<file path="src/rtl/sum_div5.sv">
// Sequential restoring divide-by-5 for a 5-operand adder total, one quotient bit per clock.
// Optional round-to-nearest of the quotient: define SUM_DIV5_ROUND_EN.
module sum_div5 #(
  parameter int p_width = 16
) (
  input  logic                 i_clk,
  input  logic                 i_rst,
  input  logic                 i_start,
  input  logic [p_width+2:0]   i_sum,
  output logic                 o_busy,
  output logic                 o_valid,
  output logic [p_width-1:0]   o_q,
  output logic [2:0]           o_r,
  output logic                 o_ovf
);

  localparam int unsigned SW = p_width + 3;
  localparam int unsigned CW = $clog2(SW + 1);

  typedef enum logic [1:0] {IDLE, RUN, DONE} state_t;

  state_t             state, state_n;
  logic [SW-1:0]      dvd, dvd_n;
  logic [SW-1:0]      quo, quo_n;
  logic [2:0]         rem, rem_n;
  logic [CW-1:0]      cnt, cnt_n;
  logic [p_width-1:0] q_n;
  logic [2:0]         r_n;
  logic               ovf_n;
  logic               valid_n;
  logic [3:0]         trial;
  logic [SW:0]        qfin;

  // Remainder stays below 5 between steps, so its guard bit only exists in the trial value.
  always_comb begin
    state_n = state;
    dvd_n   = dvd;
    quo_n   = quo;
    rem_n   = rem;
    cnt_n   = cnt;
    q_n     = o_q;
    r_n     = o_r;
    ovf_n   = o_ovf;
    valid_n = 1'b0;
    trial   = {rem, dvd[SW-1]};
    qfin    = {1'b0, quo};
`ifdef SUM_DIV5_ROUND_EN
    if (rem >= 3'd3) qfin = {1'b0, quo} + {{SW{1'b0}}, 1'b1};
`endif
    case (state)
      IDLE: begin
        if (i_start) begin
          dvd_n   = i_sum;
          quo_n   = '0;
          rem_n   = '0;
          cnt_n   = CW'(SW);
          state_n = RUN;
        end
      end
      RUN: begin
        dvd_n = {dvd[SW-2:0], 1'b0};
        if (trial >= 4'd5) begin
          rem_n = trial[2:0] - 3'd5;
          quo_n = {quo[SW-2:0], 1'b1};
        end else begin
          rem_n = trial[2:0];
          quo_n = {quo[SW-2:0], 1'b0};
        end
        cnt_n = cnt - CW'(1);
        if (cnt == CW'(1)) state_n = DONE;
      end
      DONE: begin
        if (|qfin[SW:p_width]) begin
          q_n   = '1;
          ovf_n = 1'b1;
        end else begin
          q_n   = qfin[p_width-1:0];
          ovf_n = 1'b0;
        end
        r_n     = rem;
        valid_n = 1'b1;
        state_n = IDLE;
      end
      default: state_n = IDLE;
    endcase
  end

  always_ff @(posedge i_clk or posedge i_rst) begin
    if (i_rst) begin
      state   <= IDLE;
      dvd     <= '0;
      quo     <= '0;
      rem     <= '0;
      cnt     <= '0;
      o_q     <= '0;
      o_r     <= '0;
      o_ovf   <= 1'b0;
      o_valid <= 1'b0;
    end else begin
      state   <= state_n;
      dvd     <= dvd_n;
      quo     <= quo_n;
      rem     <= rem_n;
      cnt     <= cnt_n;
      o_q     <= q_n;
      o_r     <= r_n;
      o_ovf   <= ovf_n;
      o_valid <= valid_n;
    end
  end

  // Busy also covers the result cycle, when the FSM is already back in IDLE.
  assign o_busy = (state != IDLE) || o_valid;

endmodule

</file>
<file path="config.mk">
export PLATFORM = sky130hd
export DESIGN_NAME = sum_div5
export DESIGN_NICKNAME = d
export VERILOG_FILES = /design/src/rtl/sum_div5.sv
export SDC_FILE = /design/constraint.sdc
export NUM_CORES = 1
export LEC_CHECK = 0
export CAP_MARGIN = 20
export CORE_ASPECT_RATIO = 1.25
export CORE_MARGIN = 2
export CORE_UTILIZATION = 54
export CTS_CLUSTER_DIAMETER = 120
export DETAILED_ROUTE_END_ITERATION = 7
export PLACE_DENSITY = 0.83
export SLEW_MARGIN = 15
export SYNTH_ARGS = -nofsm -noshare
export SYNTH_HDL_FRONTEND = slang
export SYNTH_SLANG_ARGS = --single-unit
</file>
<file path="constraint.sdc">
create_clock -name i_clk -period 2.6 [get_ports i_clk]
set_clock_uncertainty 0.2 [all_clocks]
set_input_delay 0.52 -clock i_clk [delete_from_list [all_inputs] [get_ports i_clk]]
set_output_delay 0.52 -clock i_clk [all_outputs]
set_load 0.01 [all_outputs]
</file>
# --- After elaboration in Yosys (flattened, before gate mapping) ---
# Index checks and enable logic that the tools add are counted.
word_totals:
  reg_bits: 69
  input_bits: 22
  out_inout_bits: 22
  elab_cells: 40
classes:
  add_sub_neg: 2
  order_cmp: 1
  n_eq_ne: 5
  n_mux: 16
  n_reduce_logical: 7
op_table:
  columns: ["cell", "count"]
  rows:
  - ["19-bit case mux with 2 select lines", 2]
  - ["19-bit two-way mux", 2]
  - ["16-bit two-way mux", 1]
  - ["5-bit case mux with 2 select lines", 1]
  - ["3-bit two-way mux", 2]
  - ["3-bit case mux with 2 select lines", 1]
  - ["5-bit by 1-bit == test with 1-bit output (second input constant)", 1]
  - ["5-bit two-way mux", 1]
  - ["5-bit by 1-bit subtractor with 5-bit output (second input constant)", 1]
  - ["4-bit by 3-bit >= comparator with 1-bit output (second input constant)", 1]
  - ["2-bit two-way mux", 2]
  - ["2-bit != test (second input constant)", 2]
  - ["2-bit case mux with 2 select lines", 1]
  - ["2-bit AND reduction", 2]
  - ["2-bit nonzero test", 2]
  - ["1-bit two-way mux", 3]
  - ["3-bit OR reduction", 1]
  - ["3-bit subtractor (second input constant)", 1]
  - ["2-bit by 1-bit == test with 1-bit output (second input constant)", 1]
  - ["2-bit == test (second input constant)", 1]
  - ["2-bit zero test", 1]
  - ["1-bit logical OR", 1]

# --- Longest topological paths before layout ---
depth:
  depth_word: 3
  mapped_depth: 6
  mapped_depth_nobuf: 5

# --- Worst setup path after synthesis ---
# OpenSTA, ideal clock, no wires.
synth_timing:
  kind: "register to output"
  startpoint: "register state[0]"
  endpoint: "output port o_busy"
  arrival_time_ps: 1160
  setup_slack_ps: 720
  stages_incl_launch_ff: 4
  cell_sequence: "dfrtp_1 clkbuf_2 buf_2 or3_1"
synth_via:
  elab_chain_cells: 2
synth_rtl:
  columns: ["item", "line", "text"]
  rows:
  - ["start, declared", "22", "state_t state, state_n;"]
  - ["start signal, assigned", "100", "state <= state_n;"]
  - ["2-bit nonzero test", "113", "assign o_busy = (state != IDLE) || o_valid;"]
  - ["1-bit logical OR", "113", null]
  - ["end, declared", "10", "output logic o_busy,"]
# No other way between the ends.

# --- Worst setup path in the final report ---
# Ends and elaborated chain as after synthesis.

==> qor.csv <==
metric,value,unit
critical_path.max_stage_delay,0.50,ns
clock_tree.root_cell,clkbuf_8,
ios,44,
die_w,70.8,um
ir_drop,629,uV
setup_tns,0,ns
worstPathRequired,1.88,ns
slowest_stage,clkdlybuf4s50_1,
slew_headroom,0.558,
post-route-period-util,0.896,
tritoncts,done,
routed_wl,5.81,mm
grt_max_degree,33,
multi_input_area,1140,um^2
path_cells,"or3_1, clkdlybuf4s50_1",
port_buffers,43,
hold_path_class,in -> async,
rsz0062_at_grt,no,
hpwl,4.06,mm
insertion_delay,0.34,ns
cts_resized,0,
fmax,429,MHz
synth_edf_count,0,
dieArea,6200,um^2
synth-seq-cells,69,
pwr_density_cell,1100,nW/um^2
fillers,436,
antenna_left,0,
finalCriticalPeriod,2.33,ns
drt-initial-drc-count,121,
tightest_slew,0.664,ns
vias,2254,
die_h,87.5,um
synth_most_common_cell,dfrtp_1,
clk_path_buf_depth,2,
synth.avg_cell_area,10.4,um^2
gp_congestion,0.775,
h-tree-depth,3,
drt-met1-wl,2.46,mm
design_area,3780,um^2
cts_inserted_buffers,9,
antenna_found_initial,0,
path_class,reg -> out,
cts_setup_buffers,0,
cp_max_fo,2,
post_drt_wl_per_cell,14.3,um
status,completed,
ys_warn_count,0,
cts.clk_slew.worst_paths,0.08,ns
netlist_area,3010,um^2
yosysTopAreaCell,dfrtp_1,
grt_usage,0.208,
syn_nets,316,
synth_area_leaders,"dfrtp_1 (57%), nand2_1 (6.9%), a22o_1 (5.2%), o21ai_0 (3.8%), nand3_1 (3.2%)",
cap_violations,0,
highest_layer,met4,
synth_cell_type_count,37,
rows,30,
cts.sinks,69,
grt_pass1_wl,9.95,mm
drtPass1Iterations,5,
syn_to_final_growth,25.3,%
grt_overflow,0,
setup.worst_path.start_class,register,
grt_pass1_vias,2135,
hold_viol_final,0,
start_util,0.557,
synthCells,290,
wl_met2,2.99,mm
drc,0,
drt-vias-per-instance,5.57,
report.final.slew_viol_count,0,
routed-wl-met3,265,um
cp.arrival,1.61,ns
core_area,5410,um^2
endpoint_kind,output port,
regArea,1730,um^2
postPlaceCellArea,3520,um^2
setup_violations,0,
async_flop_share,1.00,
nets,362,
dominantRegCellSynth,dfrtp_1,
drive_gt1_frac,0.0997,
netlist_top_cells_count,"dfrtp_1 (69), nand2_1 (55), o21ai_0 (23)",
synth.top_cell.area_share,0.573,
postCtsHoldBufs,0,
insertedDiodeCount,0,
seq_area_frac_synth,0.573,
power.leakage,1.77,nW
-- metrics by stage --
step / setup slack (ns) / utilization / hold WS, ns / cells / power, mW
CTS: 0.251 / 0.699 / 0.248 / 405 / 4.19
floorplan: 0.140 / - / 0.250 / 290 / 2.57
global route: 0.220 / 0.699 / 0.255 / 405 / 4.43
finish: 0.270 / 0.699 / 0.244 / 405 / 4.15
detailed placement: 0.437 / 0.651 / 0.265 / 389 / 3.09
global placement: 0.466 / 0.651 / 0.260 / 389 / 3.02
-- layout make-up --
type                       count  share of cell area
sequential                    69               0.457
multi-input combinational    191               0.302
timing repair buffer          55               0.141
clock buffer                  11              0.0401
clock inverter                 5              0.0282
tap                           64              0.0212
inverter                      10             0.00994
-- layer usage --
| metal | track usage | vias to the layer above |
|---|---|---|
| met5 | 0 | - |
| met4 | 0.113 | 0 |
| met3 | 0.0382 | 10 |
| met2 | 0.336 | 71 |
| met1 | 0.267 | 1064 |
| li1 | - | 1109 |
-- worst max-delay path, delay by kind of cell (launching register included) --
kind / cells / cell delay (ns)
AND/OR/NAND/NOR: 1 / 0.41
buffers and inverters: 1 / 0.50
flip-flops: 1 / 0.37
-- state kept, by name (all words and copies together) (netlist names) --
signal   cells
rem          3
o_r          3
state        2
o_q         16
dvd         19
quo         19
o_ovf        1
cnt          5
o_valid      1
-- worst paths after layout --
| check | start | to | slack (ns) | cells past startpoint |
|---|---|---|---|---|
| setup / recovery | state[0] | o_busy | 0.27 | 2 |
| hold reg to reg | o_ovf | o_ovf | 0.27 | 2 |
| max in group asynchronous | i_rst | dvd[16] | 1.45 | 3 |
| hold / removal | i_rst | dvd[2] | 0.24 | 2 |
| min in group i_clk | o_ovf | o_ovf | 0.27 | 2 |
| setup reg to reg | state[0] | rem[2] | 0.76 | 5 |
-- power by group --
group          switching [mW]  internal [mW]  leakage, nW
sequential              0.279           1.47        0.912
clock                   0.391          0.691        0.126
combinational           0.660          0.665        0.733
total                    1.33           2.82         1.77
-- layout by cell type, fill, tap and decap left out, types with 2 or more instances in the layout --
cell / n
a21oi_1: 16
a22o_1: 18
a22oi_1: 12
and3b_1: 7
buf_4: 11
bufinv_16: 3
clkbuf_8: 11
clkdlybuf4s50_1: 43
dfrtp_1: 69
ha_1: 4
inv_1: 8
inv_2: 2
nand2_1: 55
nand2b_1: 3
nand3_1: 19
nor2_1: 2
nor2b_1: 10
o2111ai_1: 2
o211ai_1: 2
o21ai_0: 23
o21ai_1: 2
-- cell families after synthesis --
family | share of synthesized area
flip-flops | 0.573
adder cells (fa/ha/maj) | 0.0166
AND/OR/NAND/NOR | 0.173
multiplexers | 0.00332
buffers and inverters | 0.0490
AO/OA/AOI/OAI | 0.185
Note: power is estimated with default switching activity, not from simulation.
